--- config.mk ---
export PLATFORM = sky130hd
export DESIGN_NAME = mem_arbiter_flat
export DESIGN_NICKNAME = d
export VERILOG_FILES = /design/src/rtl/mem_arbiter_if.sv /design/src/rtl/mem_arbiter.sv /design/src/flat_wrapper.sv
export SDC_FILE = /design/constraint.sdc
export NUM_CORES = 1
export LEC_CHECK = 0
export ABC_CLOCK_PERIOD_IN_PS = 2000
export BUFFER_PORTS_ARGS = -buffer_cell sky130_fd_sc_hd__clkbuf_2
export CORE_MARGIN = 10
export CORE_UTILIZATION = 36
export DETAILED_ROUTE_END_ITERATION = 12
export PLACE_DENSITY_LB_ADDON = 0.2
export SLEW_MARGIN = 20
export SYNTH_ARGS = -nofsm -noshare
export SYNTH_HDL_FRONTEND = slang
export SYNTH_SLANG_ARGS = --single-unit
--- constraint.sdc ---
create_clock -name clk_i -period 2 [get_ports clk_i]
set_input_delay 0.3 -clock clk_i [delete_from_list [all_inputs] [get_ports clk_i]]
set_output_delay 0.3 -clock clk_i [all_outputs]
set_load 0.05 [all_outputs]
--- src/rtl/mem_arbiter_if.sv ---
// mem_arbiter_if: all handshake and data signals between the cache
// request channels, the arbiter and the external memory port.
//   slave  : the arbiter's view (takes cache requests and memory responses,
//            drives grants, read beats and the memory request)
//   master : the environment's view (caches plus external memory)
interface mem_arbiter_if #(
  parameter int ADDR_WIDTH = 26,
  parameter int DATA_WIDTH = 32
);
  logic                  ic_rd_req;
  logic [ADDR_WIDTH-1:0] ic_rd_addr;
  logic                  ic_rd_gnt;
  logic                  ic_rd_valid;
  logic                  ic_rd_last;

  logic                  dc_rd_req;
  logic [ADDR_WIDTH-1:0] dc_rd_addr;
  logic                  dc_rd_gnt;
  logic                  dc_rd_valid;
  logic                  dc_rd_last;

  logic [DATA_WIDTH-1:0] rd_data;

  logic                  dc_wr_req;
  logic [ADDR_WIDTH-1:0] dc_wr_addr;
  logic [DATA_WIDTH-1:0] dc_wr_data;
  logic                  dc_wr_gnt;
  logic                  dc_wr_next;

  logic                  mem_req;
  logic                  mem_we;
  logic [ADDR_WIDTH-1:0] mem_addr;
  logic [DATA_WIDTH-1:0] mem_wdata;
  logic                  mem_ack;
  logic                  mem_rvalid;
  logic [DATA_WIDTH-1:0] mem_rdata;

  modport slave (
    input  ic_rd_req, ic_rd_addr, dc_rd_req, dc_rd_addr,
    input  dc_wr_req, dc_wr_addr, dc_wr_data,
    input  mem_ack, mem_rvalid, mem_rdata,
    output ic_rd_gnt, ic_rd_valid, ic_rd_last,
    output dc_rd_gnt, dc_rd_valid, dc_rd_last, rd_data,
    output dc_wr_gnt, dc_wr_next,
    output mem_req, mem_we, mem_addr, mem_wdata
  );

  modport master (
    output ic_rd_req, ic_rd_addr, dc_rd_req, dc_rd_addr,
    output dc_wr_req, dc_wr_addr, dc_wr_data,
    output mem_ack, mem_rvalid, mem_rdata,
    input  ic_rd_gnt, ic_rd_valid, ic_rd_last,
    input  dc_rd_gnt, dc_rd_valid, dc_rd_last, rd_data,
    input  dc_wr_gnt, dc_wr_next,
    input  mem_req, mem_we, mem_addr, mem_wdata
  );
endinterface

--- src/rtl/mem_arbiter.sv ---
// mem_arbiter: serializes whole-line bursts from the i-cache read, d-cache
// read and d-cache write-back channels onto one external memory port.
// Fixed priority dc_wr > dc_rd > ic_rd; read beats are forwarded
// combinationally to the channel that owns the transaction.
//
// Ports:
//   clk_i  rising-edge clock
//   rst_i  synchronous active-high reset
//   bus    mem_arbiter_if.slave (cache channels + external memory port)
//
// Optional feature: define MEM_ARB_STARVE_GUARD_EN to add per-read-channel
// wait counters; a channel that has waited STARVE_LIMIT cycles wins in IDLE.
//
// state   | meaning
// IDLE    | arbitrate, capture winner address and type
// GRANT   | one-cycle gnt pulse to the winner
// RD_REQ  | read request on memory port, waiting for mem_ack
// RD_DATA | forwarding BURST_LEN read beats to the owner
// WR      | write beats, one per mem_ack
// DONE    | one dead cycle before re-arbitration
module mem_arbiter #(
  parameter int ADDR_WIDTH   = 26,
  parameter int DATA_WIDTH   = 32,
  parameter int BURST_LEN    = 4,
  parameter int STARVE_LIMIT = 16
) (
  input logic          clk_i,
  input logic          rst_i,
  mem_arbiter_if.slave bus
);

  localparam int CNT_W = $clog2(BURST_LEN);
  localparam logic [CNT_W-1:0] LAST_BEAT = CNT_W'(BURST_LEN - 1);

  if (BURST_LEN < 2 || BURST_LEN > 16 || (BURST_LEN & (BURST_LEN - 1)) != 0 ||
      STARVE_LIMIT < 1) begin : g_param_check
    $error("mem_arbiter: BURST_LEN must be a power of two in 2..16, STARVE_LIMIT >= 1");
  end

  typedef enum logic [2:0] {IDLE, GRANT, RD_REQ, RD_DATA, WR, DONE} state_t;
  typedef enum logic [1:0] {OWN_IC = 2'd0, OWN_DC = 2'd1, OWN_WR = 2'd2} owner_t;

  state_t                state_q, state_d;
  owner_t                owner_q, owner_d;
  logic [ADDR_WIDTH-1:0] addr_q, addr_d;
  logic [CNT_W-1:0]      cnt_q, cnt_d;

  logic ic_gnt, dc_gnt, wr_gnt;
  logic ic_starved, dc_starved;

  assign ic_gnt = (state_q == GRANT) && (owner_q == OWN_IC);
  assign dc_gnt = (state_q == GRANT) && (owner_q == OWN_DC);
  assign wr_gnt = (state_q == GRANT) && (owner_q == OWN_WR);

`ifdef MEM_ARB_STARVE_GUARD_EN
  localparam int WAIT_W = $clog2(STARVE_LIMIT + 1);
  localparam logic [WAIT_W-1:0] WAIT_MAX = WAIT_W'(STARVE_LIMIT);

  logic [WAIT_W-1:0] ic_wait_q, ic_wait_d, dc_wait_q, dc_wait_d;

  // Counters only clear on a grant; a starved channel that drops its
  // request keeps its count but cannot win without a live request.
  assign ic_starved = (ic_wait_q == WAIT_MAX);
  assign dc_starved = (dc_wait_q == WAIT_MAX);

  always_comb begin
    ic_wait_d = ic_wait_q;
    dc_wait_d = dc_wait_q;
    if (ic_gnt)                              ic_wait_d = '0;
    else if (bus.ic_rd_req && !ic_starved)   ic_wait_d = ic_wait_q + WAIT_W'(1);
    if (dc_gnt)                              dc_wait_d = '0;
    else if (bus.dc_rd_req && !dc_starved)   dc_wait_d = dc_wait_q + WAIT_W'(1);
  end

  always_ff @(posedge clk_i) begin
    if (rst_i) begin
      ic_wait_q <= '0;
      dc_wait_q <= '0;
    end else begin
      ic_wait_q <= ic_wait_d;
      dc_wait_q <= dc_wait_d;
    end
  end
`else
  assign ic_starved = 1'b0;
  assign dc_starved = 1'b0;
`endif

  assign bus.ic_rd_gnt = ic_gnt;
  assign bus.dc_rd_gnt = dc_gnt;
  assign bus.dc_wr_gnt = wr_gnt;
  assign bus.mem_addr  = addr_q;
  assign bus.mem_wdata = bus.dc_wr_data;

  always_comb begin
    state_d         = state_q;
    owner_d         = owner_q;
    addr_d          = addr_q;
    cnt_d           = cnt_q;
    bus.mem_req     = 1'b0;
    bus.mem_we      = 1'b0;
    bus.ic_rd_valid = 1'b0;
    bus.ic_rd_last  = 1'b0;
    bus.dc_rd_valid = 1'b0;
    bus.dc_rd_last  = 1'b0;
    bus.rd_data     = '0;
    bus.dc_wr_next  = 1'b0;
    case (state_q)
      IDLE: begin
        state_d = GRANT;
        if (ic_starved && bus.ic_rd_req) begin
          owner_d = OWN_IC;
          addr_d  = bus.ic_rd_addr;
        end else if (dc_starved && bus.dc_rd_req) begin
          owner_d = OWN_DC;
          addr_d  = bus.dc_rd_addr;
        end else if (bus.dc_wr_req) begin
          owner_d = OWN_WR;
          addr_d  = bus.dc_wr_addr;
        end else if (bus.dc_rd_req) begin
          owner_d = OWN_DC;
          addr_d  = bus.dc_rd_addr;
        end else if (bus.ic_rd_req) begin
          owner_d = OWN_IC;
          addr_d  = bus.ic_rd_addr;
        end else begin
          state_d = IDLE;
        end
      end
      GRANT: begin
        cnt_d   = '0;
        state_d = (owner_q == OWN_WR) ? WR : RD_REQ;
      end
      RD_REQ: begin
        bus.mem_req = 1'b1;
        if (bus.mem_ack) begin
          cnt_d   = '0;
          state_d = RD_DATA;
        end
      end
      RD_DATA: begin
        if (bus.mem_rvalid) begin
          bus.rd_data = bus.mem_rdata;
          if (owner_q == OWN_IC) begin
            bus.ic_rd_valid = 1'b1;
            bus.ic_rd_last  = (cnt_q == LAST_BEAT);
          end else begin
            bus.dc_rd_valid = 1'b1;
            bus.dc_rd_last  = (cnt_q == LAST_BEAT);
          end
          if (cnt_q == LAST_BEAT) state_d = DONE;
          else                    cnt_d   = cnt_q + CNT_W'(1);
        end
      end
      WR: begin
        bus.mem_req = 1'b1;
        bus.mem_we  = 1'b1;
        if (bus.mem_ack) begin
          bus.dc_wr_next = 1'b1;
          if (cnt_q == LAST_BEAT) state_d = DONE;
          else                    cnt_d   = cnt_q + CNT_W'(1);
        end
      end
      DONE:    state_d = IDLE;
      default: state_d = IDLE;
    endcase
  end

  always_ff @(posedge clk_i) begin
    if (rst_i) begin
      state_q <= IDLE;
      owner_q <= OWN_IC;
      addr_q  <= '0;
      cnt_q   <= '0;
    end else begin
      state_q <= state_d;
      owner_q <= owner_d;
      addr_q  <= addr_d;
      cnt_q   <= cnt_d;
    end
  end

endmodule

--- src/flat_wrapper.sv ---
// flat-port wrapper written by rule: the top's interface ports become plain ports
module mem_arbiter_flat 
#(
  parameter int ADDR_WIDTH   = 26,
  parameter int DATA_WIDTH   = 32,
  parameter int BURST_LEN    = 4,
  parameter int STARVE_LIMIT = 16
)
  (clk_i, rst_i, bus_ic_rd_req, bus_ic_rd_addr, bus_dc_rd_req, bus_dc_rd_addr, bus_dc_wr_req, bus_dc_wr_addr, bus_dc_wr_data, bus_mem_ack, bus_mem_rvalid, bus_mem_rdata, bus_ic_rd_gnt, bus_ic_rd_valid, bus_ic_rd_last, bus_dc_rd_gnt, bus_dc_rd_valid, bus_dc_rd_last, bus_rd_data, bus_dc_wr_gnt, bus_dc_wr_next, bus_mem_req, bus_mem_we, bus_mem_addr, bus_mem_wdata);
  mem_arbiter_if #(.ADDR_WIDTH(ADDR_WIDTH), .DATA_WIDTH(DATA_WIDTH)) bus_i ();
  input logic clk_i;
  input logic rst_i;
  input wire logic [$bits(bus_i.ic_rd_req)-1:0] bus_ic_rd_req;
  input wire logic [$bits(bus_i.ic_rd_addr)-1:0] bus_ic_rd_addr;
  input wire logic [$bits(bus_i.dc_rd_req)-1:0] bus_dc_rd_req;
  input wire logic [$bits(bus_i.dc_rd_addr)-1:0] bus_dc_rd_addr;
  input wire logic [$bits(bus_i.dc_wr_req)-1:0] bus_dc_wr_req;
  input wire logic [$bits(bus_i.dc_wr_addr)-1:0] bus_dc_wr_addr;
  input wire logic [$bits(bus_i.dc_wr_data)-1:0] bus_dc_wr_data;
  input wire logic [$bits(bus_i.mem_ack)-1:0] bus_mem_ack;
  input wire logic [$bits(bus_i.mem_rvalid)-1:0] bus_mem_rvalid;
  input wire logic [$bits(bus_i.mem_rdata)-1:0] bus_mem_rdata;
  output wire logic [$bits(bus_i.ic_rd_gnt)-1:0] bus_ic_rd_gnt;
  output wire logic [$bits(bus_i.ic_rd_valid)-1:0] bus_ic_rd_valid;
  output wire logic [$bits(bus_i.ic_rd_last)-1:0] bus_ic_rd_last;
  output wire logic [$bits(bus_i.dc_rd_gnt)-1:0] bus_dc_rd_gnt;
  output wire logic [$bits(bus_i.dc_rd_valid)-1:0] bus_dc_rd_valid;
  output wire logic [$bits(bus_i.dc_rd_last)-1:0] bus_dc_rd_last;
  output wire logic [$bits(bus_i.rd_data)-1:0] bus_rd_data;
  output wire logic [$bits(bus_i.dc_wr_gnt)-1:0] bus_dc_wr_gnt;
  output wire logic [$bits(bus_i.dc_wr_next)-1:0] bus_dc_wr_next;
  output wire logic [$bits(bus_i.mem_req)-1:0] bus_mem_req;
  output wire logic [$bits(bus_i.mem_we)-1:0] bus_mem_we;
  output wire logic [$bits(bus_i.mem_addr)-1:0] bus_mem_addr;
  output wire logic [$bits(bus_i.mem_wdata)-1:0] bus_mem_wdata;
  assign bus_i.ic_rd_req = bus_ic_rd_req;
  assign bus_i.ic_rd_addr = bus_ic_rd_addr;
  assign bus_i.dc_rd_req = bus_dc_rd_req;
  assign bus_i.dc_rd_addr = bus_dc_rd_addr;
  assign bus_i.dc_wr_req = bus_dc_wr_req;
  assign bus_i.dc_wr_addr = bus_dc_wr_addr;
  assign bus_i.dc_wr_data = bus_dc_wr_data;
  assign bus_i.mem_ack = bus_mem_ack;
  assign bus_i.mem_rvalid = bus_mem_rvalid;
  assign bus_i.mem_rdata = bus_mem_rdata;
  assign bus_ic_rd_gnt = bus_i.ic_rd_gnt;
  assign bus_ic_rd_valid = bus_i.ic_rd_valid;
  assign bus_ic_rd_last = bus_i.ic_rd_last;
  assign bus_dc_rd_gnt = bus_i.dc_rd_gnt;
  assign bus_dc_rd_valid = bus_i.dc_rd_valid;
  assign bus_dc_rd_last = bus_i.dc_rd_last;
  assign bus_rd_data = bus_i.rd_data;
  assign bus_dc_wr_gnt = bus_i.dc_wr_gnt;
  assign bus_dc_wr_next = bus_i.dc_wr_next;
  assign bus_mem_req = bus_i.mem_req;
  assign bus_mem_we = bus_i.mem_we;
  assign bus_mem_addr = bus_i.mem_addr;
  assign bus_mem_wdata = bus_i.mem_wdata;
  mem_arbiter #(.ADDR_WIDTH(ADDR_WIDTH), .DATA_WIDTH(DATA_WIDTH), .BURST_LEN(BURST_LEN), .STARVE_LIMIT(STARVE_LIMIT)) u_core (.clk_i(clk_i), .rst_i(rst_i), .bus(bus_i));
endmodule
[Yosys cells after proc, flatten, opt, wreduce, memory -nomap -nowiden]
Cells that the tools add are included.
Cells by class
  add/sub/neg operators: 1
  eq/ne operators: 10
  mux-type cells: 38
  reductions and logical operators: 11
Operator list (number)
  26-bit 2-to-1 mux: 3
  32-bit 2-to-1 mux: 2
  3-bit 2-to-1 mux: 7
  1-bit 2-to-1 mux: 17
  3-bit one-hot mux with 5 select lines: 1
  2-bit 2-to-1 mux: 7
  2-bit one-hot mux with 4 select lines: 1
  3-bit by 2-bit == test with 1-bit output (second input constant): 2
  2-bit inequality test (second input constant): 3
  2-bit == test (second input constant): 2
  4-bit AND reduction: 1
  4-bit nonzero test: 1
  3-bit by 1-bit == test with 1-bit output (second input constant): 1
  3-bit == test (second input constant): 1
  1-bit logical AND: 3
  3-bit logical NOT: 1
  3-bit AND reduction: 1
  3-bit nonzero test: 1
  2-bit by 1-bit adder with 2-bit output (second input constant): 1
  2-bit by 1-bit == test with 1-bit output (second input constant): 1
  2-bit logical NOT: 1
  2-bit AND reduction: 1
  2-bit OR reduction: 1
Storage, ports and cells
  register bits after elaboration: 33
  input port bits: 149
  output and inout port bits: 100
  word-level logic and storage cells: 64

[Longest topological paths before layout]
Gate-level depths: netlist of run 1.
  word-level depth: 4
  depth in mapped cells: 7
  depth with buffers taken out: 5

[Worst setup path after synthesis of run 1]
OpenSTA, ideal clock, no wires.
  path kind: register to output
  start point: reg u_core.state_q[0]
  end point: out bus_ic_rd_last
  data arrival time: 2.011 ns
  data required time: 1.700 ns
  setup slack: -0.311 ns
  stages on the path, launching flop included: 6
  path buffers: 1
  cells stage by stage: dfxtp_1 > nor2b_1 > and3_1 > clkbuf_2 > nand2_1 > nor3_1
Between the ends
  longest elaborated chain between the ends: 2
RTL lines
  start: declaration: RTL line mem_arbiter.sv:43  | state_t state_q, state_d;
  start signal: assignment: RTL line mem_arbiter.sv:176  | state_q <= state_d;
  3-bit by 2-bit == test with 1-bit output: RTL line mem_arbiter.sv:108  | case (state_q)
  1-bit 2-to-1 mux: RTL line mem_arbiter.sv:108
  end: declaration: RTL line flat_wrapper.sv:25  | output wire logic [$bits(bus_i.ic_rd_last)-1:0] bus_ic_rd_last;
Every way passes these cells.

[Worst setup path after layout of run 1]
  start point: reg u_core.state_q[2]
  end point: out bus_dc_wr_next
Between the ends
  longest elaborated chain between the ends: 2
RTL lines
  3-bit == test: RTL line mem_arbiter.sv:108
  1-bit 2-to-1 mux: RTL line mem_arbiter.sv:108
  end: declaration: RTL line flat_wrapper.sv:31  | output wire logic [$bits(bus_i.dc_wr_next)-1:0] bus_dc_wr_next;
Every way passes these cells.

==> summary.md, run 1 <==
| Metric | Value |
|---|---|
| Outcome | `finished, final reports clean` |
| Ant. Diodes | `0` |
| Synthesized flop and latch total | `33` |
| Global route overflow | `0` |
| Final Critical Period | `~1900 ps` |
| Synth warnings | `0` |
| GRT Overall Usage | `~16%` |
| CP max FO | `9` |
| Clk_lat worst skew | `approximately 280 ps` |
| Highest clock rate | `~0.52 GHz` |
| Fin Hold WS | `358 ps` |
| Final Core Density | `between 50% and 60%` |
| RSZ-0062 raised after global routing | `true` |
| CP required | `approximately 1700 ps` |
| Hold Buf Count CTS | `0` |
| Die height | `102 microns` |
| IO Port Bufs | `approximately 180` |
| Slowest-stage cell, CP | `dfxtp_2` |
| Layout net count | `630` |
| HP Class | `in2reg` |
| Slew margin rel. | `about 72%` |
| WP buf/inv | `2` |
| Stages on worst setup path | `4` |
| Commonest non-fill, non-tap cells in the layout | `clkbuf_2, nand2_1, buf_12` |
| DRC Markers | `0` |
| Startpoint types | `flop` |
| Least-Margin Pin Slew | `between 400 and 500 ps` |
| Syn Inst Count | `335` |
| Asr flop ratio synth | `0%` |
| Ys flop type | `dfxtp_1` |
| TritonCTS Sinks | `33` |
| Mapped Area | `approximately 2400 sq um` |
| P&R area growth vs syn | `58.5%` |
| Peak supply drop | `0.000424 V` |
| Number of synthesized flops with an enable pin | `0` |
| WS Path Type | `reg2out` |
| PD cells | `between 800 and 900 nW/um^2` |
| PnR Total Power | `around 3.4 mW` |
| # rows | `29` |
| R2r startpoint | `u_core.state_q[0]` |
| Number of global-route vias before repair | `~2700` |
| Synth unique cells | `35` |
| R2R Setup Slk | `between 400 and 500 ps` |
| Largest net degree at the start of global routing | `55` |
| Num CTS Buffers | `5` |
| CTS max path bufs | `2` |
| Seq/Total Area, Yosys | `~27%` |
| WP data arrival | `approximately 1600 ps` |
| Most common cell after layout, fill and taps aside | `clkbuf_2` |
| Hold Vio Cnt, Final | `0` |
| Family with the most delay on the worst path | `simple AND/OR/NAND/NOR gates` |
| Worst-path cell chain | `or3b_4 -> inv_1 -> and2_1 -> clkbuf_4` |
| CTS tree | `done` |
| Hold Path End | `u_core.bus.mem_addr[0]` |
| Die X-Extent | `roughly 100 microns` |
| Final setup violation count | `0` |
| Fill cell count | `a little over 600` |
| Drt via density | `between 4 and 5` |
| Net Count, Synth | `~490` |
| DR WL/cell | `~16 microns` |
| Layout cell share with drive strength beyond 1 | `between 40 and 50%` |
| Max-Cap Viols | `0` |
| Core area | `6460 sq um` |
| Initial antenna violation count | `0` |
| Footprint of the multi-input gates | `1410 sq um` |
| Total Wirelength | `around 9000 microns` |
| Min-Delay Startpoint | `bus_dc_wr_addr[0]` |
| DR pass1 iterations | `4` |
| Worst setup EP type | `output port` |
| Die ar. | `10400 sq um` |
| Worst-path clk slew | `~70 ps` |
| Routability cong. | `about 0.75` |
| FF/Latch Area | `between 600 and 700 sq um` |
| Skew final | `a little over 6 ps` |
| Starting DRT DRC Count | `slightly above 60` |
| R2r worst-path depth | `5` |
| CTS H-tree lvls | `2` |
| Reg-to-Reg End | `u_core.bus.mem_addr[20]` |
| Slew Viols, Final | `0` |
| Avg Inst Size Synth | `7.25 sq um` |
| Initial core utilization | `between 30% and 40%` |
| DR vias | `2664` |
| Max stage delay on crit path | `about 460 ps` |
| Clock root cell | `clkbuf_8` |
| Leakage | `between 1.5 and 2 nW` |
| Hold Path Depth | `5` |
| Antenna-violating nets left | `0` |
| I/O Pins | `about 250` |
| First-pass GRT wire length | `13800 microns` |
| Final Cycle Share | `a little over nine tenths` |
| Detail Placement HPWL | `about 7700 microns` |
==> worst register-to-register path, stage by stage, from the launching register on <==
cell,delay [ps]
dfxtp_2,360
buf_4,170
or4_1,520
buf_4,220
nand2_1,80
a21oi_1,60
==> worst max-delay path by stage <==
stage	endpoint	startpoint	slack, ps
after floorplan	bus_dc_wr_next	u_core.state_q[2]	20
after global placement	bus_dc_wr_next	u_core.state_q[2]	230
after detailed placement	bus_dc_wr_next	u_core.state_q[2]	240
after CTS	bus_dc_wr_next	u_core.state_q[2]	20
after global routing	bus_dc_wr_next	u_core.state_q[2]	-10
final	bus_dc_wr_next	u_core.state_q[2]	60
==> layout make-up <==
| cell class | count | share of cell area [%] |
|---|---|---|
| Timing Repair Buffer | 195 | 40.5 |
| Multi-Input combinational cell | 243 | 36.5 |
| Sequential cell | 33 | 17.2 |
| Tap cell | 77 | 2.50 |
| Clock buffer | 6 | 2.14 |
| Clock inverter | 2 | 0.975 |
| Inverter | 2 | 0.195 |
==> repair_timing <==
action | 4_1_cts | 5_1_grt
setup endpoints to repair | 36 | 37
setup buffers | 0 | 0
resized for setup | 3 | 4
pin swaps | 0 | 0
==> registers in the layout, indices dropped and copies added (netlist names) <==
| name | count |
|---|---|
| u_core.cnt_q | 2 |
| u_core.owner_q | 2 |
| u_core.bus.mem_addr | 26 |
| u_core.state_q | 3 |
==> per-stage QoR <==
step / TNS [ps] / cell area [sq um] / instances / setup slack [ps]
floorplan: 0 / 2440 / 335 / 19.2
global placement: 0 / 3710 / 550 / 234
detailed placement: 0 / 3710 / 550 / 238
CTS: 0 / 3840 / 558 / 16.3
global route: -11.5 / 3850 / 558 / -11.5
finish: 0 / 3850 / 558 / 59.0
==> synth_stat cells, types with 4 or more instances <==
master	count	area share (%)
buf_6	4	1.9
nand2_1	83	13
clkbuf_1	12	1.9
and2_1	34	8.8
nand2b_1	4	1.0
a21oi_1	35	7.2
mux2i_1	26	11
buf_4	36	11
dfxtp_1	33	27
o21ai_0	29	6.0
nor2_1	5	0.77
==> report_power, final <==
group          leakage (nW)  switching [mW]  total, mW  internal (mW)
clock                0.0574           0.246      0.651          0.405
combinational          1.57            1.21       1.83          0.615
sequential            0.272           0.109      0.914          0.804
==> metal layers <==
metal	global-route usage (%)	wire length (microns)	share of wire, %
met4	6.18	218	2.4
met3	6.48	911	10
met2	30.0	4510	50
met5	0	0	0
met1	16.4	3380	38
==> cells by family (layout without fill, tap and decap cells) <==
kind of cell | Yosys count | after routing | synth area share (%)
muxes | 26 | 26 | 10.7
adders and majority gates | 1 | 1 | 0.515
DFF | 33 | 33 | 27.2
buffers and inverters | 59 | 205 | 16.1
xor gates and xnor gates | 1 | 1 | 0.361
AOI/OAI and AO/OA | 70 | 70 | 15.2
and+or+nand+nor | 145 | 145 | 29.9
(Power assumes the default switching activity.)
==> inputs of run 2 (changes only) <==
CORE_ASPECT_RATIO = 0.8   (was unset)
==> run 2 against run 1 <==
Against the previous run: hold slack improved by 12 ps; non-clock buffer count did not move; highest routed layer unchanged; final area fell by 1.1%; cell count rose by 1.3%; critical path depth rose by 1; largest power group unchanged; count of clock-buffer cells in the layout did not move; critical endpoint is now bus_rd_data[8]; setup slack improved by 37 ps; sequential share of layout area rose by 0.13 points.
==> summary.md, run 2 (synthesized netlist as in run 1, its figures left out) <==
| Metric | Value |
|---|---|
| Final setup violation count | `0` |
| TritonCTS Sinks | `33` |
| Highest clock rate | `0.525 GHz` |
| IO Port Bufs | `approximately 180` |
| CP max FO | `20` |
| Family with the most delay on the worst path | `simple AND/OR/NAND/NOR gates` |
| DRC Markers | `0` |
| Layout net count | `between 600 and 700` |
| Die height | `93.5 microns` |
| Max FFs per register | `26` |
| Global route overflow | `0` |
| Footprint of the multi-input gates | `around 1400 sq um` |
| Total Wirelength | `between 9000 and 10000 microns` |
| Initial core utilization | `about 38%` |
| Slew margin rel. | `72.6%` |
| Core area | `between 6000 and 7000 sq um` |
| First-pass GRT wire length | `between 10000 and 15000 microns` |
| Number of global-route vias before repair | `2625` |
| Commonest non-fill, non-tap cells in the layout | `clkbuf_2, nand2_1, buf_12` |
| Peak supply drop | `roughly 0.00055 V` |
| Clk_lat worst skew | `280 ps` |
| R2R Setup Slk | `around 450 ps` |
| DR vias | `2637` |
| HP Class | `in2reg` |
| RSZ-0062 raised after global routing | `false` |
| I/O Pins | `roughly 250` |
| WP data arrival | `between 1500 and 2000 ps` |
| Num CTS Buffers | `5` |
| Worst setup EP type | `output port` |
| Die ar. | `10500 sq um` |
| WS Path Type | `reg2out` |
| DR WL/cell | `between 15 and 20 microns` |
| Most common cell after layout, fill and taps aside | `clkbuf_2` |
| Post-CTS Setup Repair Bufs | `0` |
| Pre-CTS WS | `between 200 and 300 ps` |
| Fill cell count | `around 610` |
| Max stage delay on crit path | `320 ps` |
| Worst-path clk slew | `70 ps` |
| Clock root cell | `clkbuf_8` |
| CTS H-tree lvls | `2` |
| Final Critical Period | `~1900 ps` |
| CP required | `1700 ps` |
| GRT Overall Usage | `16.1%` |
| Initial antenna violation count | `0` |
| Hold Vio Cnt, Final | `0` |
| Outcome | `finished, final reports clean` |
| Slew Viols, Final | `0` |
| Die X-Extent | `about 110 microns` |
| Skew final | `about 4.3 ps` |
| Detail Placement HPWL | `7820 microns` |
| DR pass1 iterations | `4` |
| P&R area growth vs syn | `56.7%` |
| Layout cell share with drive strength beyond 1 | `43.9%` |
| FF/Latch Area | `approximately 660 sq um` |
| Max-Cap Viols | `0` |
| WP buf/inv | `2` |
| Worst-path cell chain | `nor2b_1 -> and3_4 -> buf_6 -> and2_1 -> buf_12` |
| Worst setup margin | `~96 ps` |
| # rows | `26` |
| Starting DRT DRC Count | `92` |
| PD cells | `between 800 and 900 nW/um^2` |
| Final Cycle Share | `between 90 and 100%` |
| Least-Margin Pin Slew | `400 ps` |
| TNS Setup | `0 ps` |
| Slowest-stage cell, CP | `dfxtp_1` |
| Antenna-violating nets left | `0` |
| CTS tree | `done` |
| Ant. Diodes | `0` |
| Routability cong. | `a little under 0.8` |
| Startpoint types | `flop` |
| Leakage | `1.88 nW` |
| Drt via density | `~4.7` |
| CTS max path bufs | `2` |
| Largest net degree at the start of global routing | `55` |
-- run 2: cell types whose count changed in the layout (fill, tap and decap cells not counted), sizes merged --
| cell | change |
|---|---|
| clkinv | +2 |
| buf | +1 |
| bufinv | -1 |
| clkbuf | -1 |
| clkinvlp | -1 |
-- run 2: power by group --
part	internal, mW	switching [mW]	leakage [nW]
clock network	0.241	0.231	0.0450
registers	0.802	0.0880	0.271
logic	0.585	1.21	1.56
total	1.63	1.53	1.88
-- run 2: path summary, 6_finish.rpt --
kind,startpoint,to,cells after the start
setup / recovery,u_core.state_q[0],bus_rd_data[8],5
hold / removal,bus_dc_wr_addr[16],u_core.bus.mem_addr[16],5
setup reg to reg,u_core.state_q[1],u_core.bus.mem_addr[9],5
hold reg to reg,u_core.bus.mem_addr[3],u_core.bus.mem_addr[3],2
-- run 2: metrics by stage --
stage,power [mW],area [sq um],hold WS [ps],utilization (%),instances
6_report,3.16,3810,370,58.8,565
5_1_grt,3.38,3810,389,58.8,565
4_1_cts,3.20,3800,362,58.6,565
3_5_place_dp,2.72,3710,446,57.3,557
3_3_place_gp,2.69,3710,442,57.3,557
2_1_floorplan,2.37,2440,447,-,335
-- run 2: cell type report --
cell class,count,share of cell area (%)
clock buffer,6,1.91
inverter,2,0.197
clock inverter,2,0.263
tap,84,2.76
multi-input combinational,243,36.7
timing repair buffer,195,40.8
sequential,33,17.4
-- run 2: worst register-to-register path, delay by kind of cell, from the launching register on --
kind	cells	cell delay [ps]
AOI/OAI and AO/OA	1	60
buffers and inverters	2	430
DFF	1	370
and+or+nand+nor	2	560
-- run 2: timing repair --
action	in CTS	in global routing
cloned	0	0
hold buffers	0	0
resized for setup	2	5
setup endpoints to repair	21	21
-- run 2: per-layer routing --
metal	wire length (microns)	vias up	global-route usage, %
li1	-	1365	-
met1	3740	1152	18.1
met2	4580	108	28.2
met3	707	12	6.51
met4	92	0	3.21
met5	0	-	0
==> inputs of run 3 (changes only) <==
CORE_UTILIZATION = 37   (was 36)
CTS_BUF_LIST = sky130_fd_sc_hd__clkbuf_8   (was unset)
==> run 3 against run 2 <==
Against the previous run: final area up 1.4%; routed wire length up 0.25%; register-to-register slack worse by 50 ps; sequential share of layout area down 0.24 points; critical path depth unchanged.
==> summary.md, run 3 (synthesized netlist as in run 1, its figures left out) <==
| Metric | Value |
|---|---|
| Least-Margin Pin Slew | `438 ps` |
| CP max FO | `9` |
| CTS H-tree lvls | `2` |
| Antenna-violating nets left | `0` |
| Clk_lat worst skew | `~280 ps` |
| Detail Placement HPWL | `about 7900 microns` |
| DRC Markers | `0` |
| IO Port Bufs | `roughly 180` |
| Routability cong. | `between 0.8 and 0.9` |
| Global route overflow | `0` |
| Die height | `around 92 microns` |
| GRT Overall Usage | `about 17%` |
| Clock root cell | `clkbuf_8` |
| Commonest non-fill, non-tap cells in the layout | `clkbuf_2, nand2_1, buf_12` |
| R2r worst-path depth | `5` |
| Worst setup EP type | `output port` |
| Layout net count | `around 630` |
| Layout cell share with drive strength beyond 1 | `~44%` |
| Final Cycle Share | `around 96%` |
| Die ar. | `10200 sq um` |
| TritonCTS Sinks | `33` |
| RSZ-0062 raised after global routing | `true` |
| Hold Vio Cnt, Final | `0` |
| Drt via density | `around 4.6` |
| Peak supply drop | `0.000638 V` |
| Initial core utilization | `approximately two fifths` |
| Final setup violation count | `0` |
| Max FFs per register | `26` |
| Most common cell after layout, fill and taps aside | `clkbuf_2` |
| Initial antenna violation count | `0` |
| R2R Setup Slk | `~400 ps` |
| Number of global-route vias before repair | `about 2700` |
| Die X-Extent | `111 microns` |
| DR WL/cell | `16.1 microns` |
| Max-Cap Viols | `0` |
| Worst-path clk slew | `roughly 70 ps` |
| Final Critical Period | `~1900 ps` |
| Slew Viols, Final | `0` |
| P&R area growth vs syn | `58.9%` |
| Hold Path Depth | `3` |
| Startpoint types | `flop` |
| Skew final | `between 3 and 4 ps` |
| CP required | `around 1700 ps` |
| WP data arrival | `1620 ps` |
| Starting DRT DRC Count | `85` |
| DR pass1 iterations | `4` |
| CTS tree | `done` |
| CTS max path bufs | `2` |
| Leakage | `1.91 nW` |
| HP Class | `in2reg` |
| First-pass GRT wire length | `14300 microns` |
| PD cells | `approximately 900 nW/um^2` |
| DR vias | `about 2600` |
| TNS Setup | `0 ps` |
| # rows | `26` |
| WS Path Type | `reg2out` |
| Placed inst area | `3720 sq um` |
| Outcome | `finished, final reports clean` |
| Largest net degree at the start of global routing | `55` |
| Slew margin rel. | `between 70% and 80%` |
| Ant. Diodes | `0` |
| Hold Buf Count CTS | `0` |
| I/O Pins | `roughly 250` |
| Total Wirelength | `~9100 microns` |
| Num CTS Buffers | `5` |
| Finished layout cell area | `about 3900 sq um` |
| Highest clock rate | `roughly 0.52 GHz` |
| Core area | `between 6000 and 7000 sq um` |
==> run 3: cell types whose count changed in the layout (fill, tap and decap cells not counted), sizes merged <==
cell	change
inv	+1
clkinv	-2
bufinv	+1
buf	+2
==> run 3: final timing paths <==
path,startpoint,to
min reg2reg,u_core.bus.mem_addr[6],u_core.bus.mem_addr[6]
min,bus_mem_rvalid,u_core.state_q[1]
max reg2reg,u_core.state_q[1],u_core.bus.mem_addr[18]
max,u_core.state_q[0],bus_dc_wr_next
==> run 3: final cells by class <==
class	instances	area, sq um
Sequential cell	33	661
Clock inverter	2	33.8
Inverter	2	7.51
Multi-Input combinational cell	243	1400
Clock buffer	6	82.6
Timing Repair Buffer	197	1570
Fill cell	609	2510
Tap cell	84	105
==> run 3: worst max-delay path: stages (launching register included) <==
cell	delay, ps
dfxtp_1	320
buf_4	160
or3b_4	430
inv_1	110
and2_1	130
buf_4	190
==> run 3: power by group <==
| group | internal, mW | switching [mW] | total, mW |
|---|---|---|---|
| clock | 0.401 | 0.240 | 0.641 |
| combinational | 0.621 | 1.22 | 1.84 |
| sequential | 0.802 | 0.0995 | 0.901 |
==> run 3: stage by stage <==
stage	setup slack, ps	utilization [%]	power [mW]	hold slack (ps)	instances
after global routing	0.0366	60.6	3.61	376	567
final	82.4	60.6	3.38	355	567
after global placement	316	58.4	2.74	441	559
after CTS	3.01	60.4	3.42	344	567
after detailed placement	217	58.4	2.77	447	559
after floorplan	19.2	-	2.37	447	335
==> run 3: metal layers <==
layer / vias to the layer above / share of wire (%) / track usage (%)
met5: - / 0 / 0
met4: 0 / 0.50 / 3.57
met3: 10 / 6.3 / 5.22
met2: 102 / 52 / 31.5
met1: 1148 / 41 / 18.3
li1: 1369 / - / -
==> run 3: repair_timing <==
action | CTS | global route
setup buffers | 0 | 0
gates resized for setup | 3 | 5
setup endpoints to repair | 30 | 32
